File: src/rtl/seq_multiplier_carry_pkg.sv
// Shared types and constants for the shift-add multiplier (seq_multiplier_carry).
// Optional signed mode is enabled by defining SEQ_MULT_SIGNED_EN.
package seq_mult_pkg;

  localparam int SEQ_MULT_DEF_WIDTH = 8;
  localparam int SEQ_MULT_CNT_W     = $clog2(SEQ_MULT_DEF_WIDTH + 1);

  typedef enum logic [1:0] {
    IDLE = 2'd0,
    RUN  = 2'd1,
    FIN  = 2'd2
  } state_t;

  // The counter must be able to hold the value WIDTH itself.
  function automatic int count_width(input int w);
    return $clog2(w + 1);
  endfunction

endpackage

File: src/rtl/seq_multiplier_carry_if.sv
// Start/busy/done bus of the multiplier; signed_op exists only with SEQ_MULT_SIGNED_EN.
// Handshake: start is sampled on a rising edge only while busy=0; done pulses for
// one cycle when product/carry_out update, and start in that cycle is accepted.
interface seq_multiplier_carry_if #(
  parameter int WIDTH = seq_mult_pkg::SEQ_MULT_DEF_WIDTH
) ();

  logic                 start;
  logic [WIDTH-1:0]     a;
  logic [WIDTH-1:0]     b;
  logic                 carry_in;
`ifdef SEQ_MULT_SIGNED_EN
  logic                 signed_op;
`endif
  logic                 busy;
  logic                 done;
  logic [2*WIDTH-1:0]   product;
  logic                 carry_out;

  modport master (
    output start, a, b, carry_in,
`ifdef SEQ_MULT_SIGNED_EN
    output signed_op,
`endif
    input  busy, done, product, carry_out
  );

  modport slave (
    input  start, a, b, carry_in,
`ifdef SEQ_MULT_SIGNED_EN
    input  signed_op,
`endif
    output busy, done, product, carry_out
  );

endinterface

File: src/rtl/seq_multiplier_carry_dp.sv
// Shift-add datapath: accumulator high half, multiplier shift register and W+1-bit adder.
// o_acc_next is the full 2W-bit accumulator as it will be after the current step.
module mult_shift_add_dp
  import seq_mult_pkg::*;
#(
  parameter int WIDTH = SEQ_MULT_DEF_WIDTH
) (
  input  logic               clk,
  input  logic               rst_n,
  input  logic               i_load,
  input  logic               i_step,
  input  logic [WIDTH-1:0]   i_mcand,
  input  logic [WIDTH-1:0]   i_mplier,
  input  logic [WIDTH-1:0]   i_acc_init,
  output logic [2*WIDTH-1:0] o_acc_next
);

  logic [WIDTH-1:0] r_mcand;
  logic [WIDTH-1:0] r_acc_hi;
  logic [WIDTH-1:0] r_mplier;
  logic [WIDTH:0]   w_sum;

  always_comb begin
    w_sum = {1'b0, r_acc_hi} + (r_mplier[0] ? {1'b0, r_mcand} : {(WIDTH+1){1'b0}});
  end

  // The consumed multiplier bits vacate the low half as product bits shift in.
  assign o_acc_next = {w_sum, r_mplier[WIDTH-1:1]};

  always_ff @(posedge clk or negedge rst_n) begin
    if (!rst_n) begin
      r_mcand  <= '0;
      r_acc_hi <= '0;
      r_mplier <= '0;
    end else if (i_load) begin
      r_mcand  <= i_mcand;
      r_acc_hi <= i_acc_init;
      r_mplier <= i_mplier;
    end else if (i_step) begin
      r_acc_hi <= w_sum[WIDTH:1];
      r_mplier <= {w_sum[0], r_mplier[WIDTH-1:1]};
    end
  end

endmodule

File: src/rtl/seq_multiplier_carry.sv
// Multi-cycle multiply-with-carry: product = a*b + carry_in in WIDTH+1 cycles.
// Defining SEQ_MULT_SIGNED_EN adds the signed_op two's-complement mode.
module seq_multiplier_carry
  import seq_mult_pkg::*;
#(
  parameter int WIDTH = SEQ_MULT_DEF_WIDTH
) (
  input  logic                   clk,
  input  logic                   rst_n,
  seq_multiplier_carry_if.slave  io_bus,
  output state_t                 o_state
);

  localparam int CNT_W = count_width(WIDTH);
  localparam int PW    = 2 * WIDTH;

  state_t             r_state;
  logic [CNT_W-1:0]   r_count;
  logic               r_busy;
  logic               r_done;
  logic [PW-1:0]      r_product;
  logic               r_carry_out;

  logic               w_load;
  logic               w_step;
  logic [WIDTH-1:0]   w_mcand;
  logic [WIDTH-1:0]   w_mplier;
  logic [WIDTH-1:0]   w_acc_init;
  logic [PW-1:0]      w_acc_next;
  logic [PW-1:0]      w_res;
  logic               w_co;

  assign w_load = (r_state != RUN) && io_bus.start;
  assign w_step = (r_state == RUN);

`ifdef SEQ_MULT_SIGNED_EN
  logic r_signed;
  logic r_neg;
  logic r_cin;
  logic [PW-1:0] w_fix;

  // Magnitudes are multiplied; sign and carry_in are applied on the last step.
  always_comb begin
    w_mcand    = (io_bus.signed_op && io_bus.a[WIDTH-1]) ? (~io_bus.a + WIDTH'(1)) : io_bus.a;
    w_mplier   = (io_bus.signed_op && io_bus.b[WIDTH-1]) ? (~io_bus.b + WIDTH'(1)) : io_bus.b;
    w_acc_init = '0;
    w_fix      = r_neg ? (~w_acc_next + PW'(1)) : w_acc_next;
    w_res      = w_fix + PW'(r_cin);
    w_co       = r_signed ? ~((&w_res[PW-1:WIDTH-1]) | ~(|w_res[PW-1:WIDTH-1]))
                          : (|w_res[PW-1:WIDTH]);
  end
`else
  // carry_in seeds the high half; after WIDTH right shifts it lands at weight 1.
  always_comb begin
    w_mcand    = io_bus.a;
    w_mplier   = io_bus.b;
    w_acc_init = {{(WIDTH-1){1'b0}}, io_bus.carry_in};
    w_res      = w_acc_next;
    w_co       = |w_res[PW-1:WIDTH];
  end
`endif

  mult_shift_add_dp #(.WIDTH(WIDTH)) u_dp (
    .clk        (clk),
    .rst_n      (rst_n),
    .i_load     (w_load),
    .i_step     (w_step),
    .i_mcand    (w_mcand),
    .i_mplier   (w_mplier),
    .i_acc_init (w_acc_init),
    .o_acc_next (w_acc_next)
  );

  always_ff @(posedge clk or negedge rst_n) begin
    if (!rst_n) begin
      r_state     <= IDLE;
      r_count     <= '0;
      r_busy      <= 1'b0;
      r_done      <= 1'b0;
      r_product   <= '0;
      r_carry_out <= 1'b0;
`ifdef SEQ_MULT_SIGNED_EN
      r_signed    <= 1'b0;
      r_neg       <= 1'b0;
      r_cin       <= 1'b0;
`endif
    end else begin
      r_done <= 1'b0;
      case (r_state)
        IDLE, FIN: begin
          if (io_bus.start) begin
            r_state <= RUN;
            r_count <= CNT_W'(WIDTH);
            r_busy  <= 1'b1;
`ifdef SEQ_MULT_SIGNED_EN
            r_signed <= io_bus.signed_op;
            r_neg    <= io_bus.signed_op & (io_bus.a[WIDTH-1] ^ io_bus.b[WIDTH-1]);
            r_cin    <= io_bus.carry_in;
`endif
          end else begin
            r_state <= IDLE;
          end
        end
        RUN: begin
          r_count <= r_count - CNT_W'(1);
          // The final step's result is registered straight into the outputs.
          if (r_count == CNT_W'(1)) begin
            r_state     <= FIN;
            r_busy      <= 1'b0;
            r_done      <= 1'b1;
            r_product   <= w_res;
            r_carry_out <= w_co;
          end
        end
        default: r_state <= IDLE;
      endcase
    end
  end

  assign io_bus.busy      = r_busy;
  assign io_bus.done      = r_done;
  assign io_bus.product   = r_product;
  assign io_bus.carry_out = r_carry_out;
  assign o_state          = r_state;

endmodule

File: src/flat_wrapper.sv
// flat-port wrapper written by rule: the top's interface ports become plain ports
module seq_multiplier_carry_flat import seq_mult_pkg::*;
#(
  parameter int WIDTH = SEQ_MULT_DEF_WIDTH
)
  (clk, rst_n, o_state, io_bus_start, io_bus_a, io_bus_b, io_bus_carry_in, io_bus_busy, io_bus_done, io_bus_product, io_bus_carry_out);
  seq_multiplier_carry_if #(.WIDTH(WIDTH)) io_bus_i ();
  input  logic clk;
  input  logic rst_n;
  output state_t o_state;
  input wire logic [$bits(io_bus_i.start)-1:0] io_bus_start;
  input wire logic [$bits(io_bus_i.a)-1:0] io_bus_a;
  input wire logic [$bits(io_bus_i.b)-1:0] io_bus_b;
  input wire logic [$bits(io_bus_i.carry_in)-1:0] io_bus_carry_in;
  output wire logic [$bits(io_bus_i.busy)-1:0] io_bus_busy;
  output wire logic [$bits(io_bus_i.done)-1:0] io_bus_done;
  output wire logic [$bits(io_bus_i.product)-1:0] io_bus_product;
  output wire logic [$bits(io_bus_i.carry_out)-1:0] io_bus_carry_out;
  assign io_bus_i.start = io_bus_start;
  assign io_bus_i.a = io_bus_a;
  assign io_bus_i.b = io_bus_b;
  assign io_bus_i.carry_in = io_bus_carry_in;
  assign io_bus_busy = io_bus_i.busy;
  assign io_bus_done = io_bus_i.done;
  assign io_bus_product = io_bus_i.product;
  assign io_bus_carry_out = io_bus_i.carry_out;
  seq_multiplier_carry #(.WIDTH(WIDTH)) u_core (.clk(clk), .rst_n(rst_n), .io_bus(io_bus_i), .o_state(o_state));
endmodule
File: config.mk
export PLATFORM = sky130hd
export DESIGN_NAME = seq_multiplier_carry_flat
export DESIGN_NICKNAME = d
export VERILOG_FILES = /design/src/rtl/seq_multiplier_carry_pkg.sv /design/src/rtl/seq_multiplier_carry_if.sv /design/src/rtl/seq_multiplier_carry_dp.sv /design/src/rtl/seq_multiplier_carry.sv /design/src/flat_wrapper.sv
export SDC_FILE = /design/constraint.sdc
export NUM_CORES = 1
export LEC_CHECK = 0
export CAP_MARGIN = 40
export CORE_ASPECT_RATIO = 2
export CORE_MARGIN = 4
export CORE_UTILIZATION = 45
export CTS_BUF_LIST = sky130_fd_sc_hd__clkbuf_2 sky130_fd_sc_hd__clkbuf_4 sky130_fd_sc_hd__clkbuf_8
export DETAILED_ROUTE_END_ITERATION = 10
export GPL_TIMING_DRIVEN = 0
export PLACE_DENSITY = 0.7
export SETUP_SLACK_MARGIN = 0.15
export SLEW_MARGIN = 25
export SYNTH_ARGS = -nofsm -noshare
export SYNTH_HDL_FRONTEND = slang
export SYNTH_SLANG_ARGS = --single-unit
File: constraint.sdc
create_clock -name clk -period 5.5 [get_ports clk]
set_input_delay 1.1 -clock clk [delete_from_list [all_inputs] [get_ports clk]]
set_output_delay 1.1 -clock clk [all_outputs]
set_load 0.02 [all_outputs]
==> metrics.md <==
| Metric | Value |
|---|---|
| Hold Crit Class | `flop to flop` |
| Final ANT Viol Nets | `0` |
| Power per Cell Area | `574 nW/um^2` |
| Input/output buffers | `39` |
| Die width | `59.6 um` |
| FMAX | `between 400 and 500 MHz` |
| Max-cap violations | `0` |
| CP required | `4.40 ns` |
| Full die area | `between 6000 and 7000 sq um` |
| Synth area leader | `dfrtp_1` |
| DR iter-0 viols | `36` |
| LEAKAGE | `about 1.4 nW` |
| DP Area | `2850 sq um` |
| CP max-delay cell | `clkdlybuf4s50_1` |
| Nets | `310` |
| Fin cells | `around 340` |
| Setup TNS | `0 ns` |
| Worst-Skew Late Latency | `0.31 ns` |
| Detailed Place HPWL | `between 4000 and 5000 um` |
| Fin area | `2970 sq um` |
| CTS tree | `yes` |
| Setup violations, final | `0` |
| Netlist cell types | `40` |
| CTS Hold Buffers Added | `0` |
| Seq. cell area | `approximately 1200 sq um` |
| Remaining DRCs | `0` |
| Sequential area share after synthesis | `about 51%` |
| GR Overflow Total | `0` |
| Placed Cells | `330` |
| Hold Startpoint | `u_core.io_bus.product[7]` |
| Syn Area/Cell | `approximately 10 sq um` |
| Worst Tran Pin Value | `around 0.6 ns` |
| Fraction of layout instances using a drive strength above 1 | `a little under a tenth` |
| Status | `finished, final reports clean` |
| Via count | `roughly 1,900` |
| RSZ-0062 raised after global routing | `false` |
| Post-synth EDFFs | `0` |
| Mapped Nets | `264` |
| Clock Skew | `0.00720 ns` |
| Multi-input gate area | `1070 sq um` |
| PostCTS Resize Cnt | `0` |
| DR vias/cell | `between 5 and 6` |
| Root Buffer | `clkbuf_8` |
| Post-synth top area share | `roughly 50%` |
| Num CTS Buffers | `5` |
| Clock buffer depth | `2` |
| Vias in the first global route | `2,022` |
| Worst slew margin | `between 50% and 60%` |
| Pwr Total | `between 1.5 and 2 mW` |
| Post-Route Utilization | `between 50% and 60%` |
| Total Wirelength | `about 5400 um` |
| RR Startpoint | `u_core.u_dp.r_mplier[0]` |
| RePlAce Congestion | `roughly 0.86` |
| Pre-Repair DR Iteration Count | `4` |
| Io pins | `a little over 40` |
| Die Span Y | `~110 um` |
| CTS H-tree lvls | `2` |
| Inserted Diodes | `0` |
| Cell breakdown of the critical path | `clkdlybuf4s50_1` |
| CP delay by family, top | `buffers and inverters` |
| Gr usage total | `18.4%` |
| Async SR Flop Fraction | `100%` |
| Routed length per instance | `16.1 um` |
| Max-slew violations | `0` |
| Pin count of the biggest net entering global routing | `50` |
| Starting Density | `46.6%` |
| Post-CTS setup buffers | `0` |
| Synth top area cells | `dfrtp_1, nand2_1, o21ai_0, ha_1, mux2i_1` |
| WHS Path Cells | `2` |
| Post-Syn Instances | `between 200 and 250` |
| Antenna violations before repair | `0` |
| # rows | `37` |
| Setup CP Type | `flop to output port` |
| Core ar. | `5140 sq um` |
| Final Hold Viols | `0` |
| Reg2Reg Depth | `8` |
| Critical path launch point | `u_core.o_state[0]` |
| Max stage delay on crit path | `~0.63 ns` |
| Critical path depth | `1` |
| Post-route minimum period | `about 2.5 ns` |
| Period utilisation layout | `between 40% and 50%` |
| CP startpoint kind | `flop` |
| Ys Warns | `0` |
| First-pass GRT wire length | `roughly 9200 um` |
| Clock sink count | `49` |
| P&R area growth vs syn | `24.3%` |
| Main flop type after synthesis | `dfrtp_1` |
| Peak VDD IR | `around 0.00031 V` |
| Fill cells | `roughly 460` |
| Cell Area, Synth | `roughly 2400 sq um` |
| Critical path buffers and inverters | `1` |
| Clock transition at path regs | `~0.09 ns` |
| Worst Path Arrival | `between 1 and 1.5 ns` |
| Largest fanout on the critical path | `6` |
| Worst Setup End Kind | `output port` |
| Post-synthesis register bit count | `49` |
## cells in the mapped netlist (3+ instances only)
master and n:
nand2_1 45, inv_1 7, o21ai_0 26, xnor2_1 3, buf_2 3, clkbuf_1 6, nor2_1 4, and2_1 8
nand3_1 3, ha_1 10, dfrtp_1 49, nand2b_1 3, a21oi_1 7, nand3b_1 7, a21o_1 5, mux2_2 8
o311a_1 3, mux2i_1 9
## worst paths after layout
path | to | slack [ns]
max | o_state[0] | 3.02
min | u_core.io_bus.product[7] | 0.48
max reg2reg | u_core.io_bus.carry_out | 3.06
min reg2reg | u_core.io_bus.product[7] | 0.48
max in group asynchronous | u_core.io_bus.carry_out | 4.28
min in group asynchronous | u_core.io_bus.done | 0.79
## worst register-to-register path: stages (launching register included)
cell and delay [ns]:
dfrtp_1 0.45, and2_1 0.17, ha_1 0.20, fa_1 0.41, a21o_1 0.22, a221oi_2 0.32, xnor2_1 0.21, and4b_1 0.24
a31oi_1 0.09
## layout by cell type, fill, tap and decap left out, drive strengths merged, types with 4 or more instances in the layout
master         instances
a21o                   5
a21oi                  7
and2                   8
buf                    6
clkbuf                13
clkdlybuf4s50         38
dfrtp                 49
ha                    10
inv                    8
mux2                   8
mux2i                  9
nand2                 45
nand3b                 7
nor2                   4
o21ai                 26
## flip-flops by register name, indices dropped and copies added (netlist names)
name and cells:
u_core.io_bus.product 16, u_core.u_dp.r_acc_hi 8, u_core.u_dp.r_mcand 8, u_core.u_dp.r_mplier 8, u_core.r_count 4, u_core.o_state 2
u_core.io_bus.busy 1, u_core.io_bus.carry_out 1, u_core.io_bus.done 1
## power breakdown
part	switching (mW)	internal, mW
Clock	0.120	0.153
Sequential	0.104	0.517
Combinational	0.451	0.363
Total	0.676	1.03
## through the flow
stage | setup WS, ns | hold WS [ns]
2_1_floorplan | 3.34 | 0.451
3_3_place_gp | 1.85 | 0.461
3_5_place_dp | 3.11 | 0.462
4_1_cts | 3.00 | 0.483
5_1_grt | 2.90 | 0.508
6_report | 3.02 | 0.481
## routing by layer
layer | vias to the layer above | wire, um | global-route usage, %
met4 | 0 | 232 | 10.5
met5 | - | 0 | 0
met1 | 915 | 2010 | 19.0
met2 | 36 | 3070 | 32.5
li1 | 893 | - | -
met3 | 17 | 122 | 3.61
## cell families after synthesis
logic type	synth area share, %
AOI/OAI and AO/OA	12.9
xor gates and xnor gates	1.46
adders and majority gates	6.06
buffers and inverters	3.97
DFF	51.2
muxes	7.53
and+or+nand+nor	16.8
## layout make-up
cell class | count | share of cell area [%]
inverter | 9 | 1.18
buffer | 11 | 2.02
clock inverter | 1 | 1.01
clock buffer | 7 | 3.03
sequential | 49 | 41.2
multi-input combinational | 164 | 36.1
timing repair buffer | 39 | 13.0
tap | 58 | 2.44
Note: power is estimated with default switching activity, not from simulation.
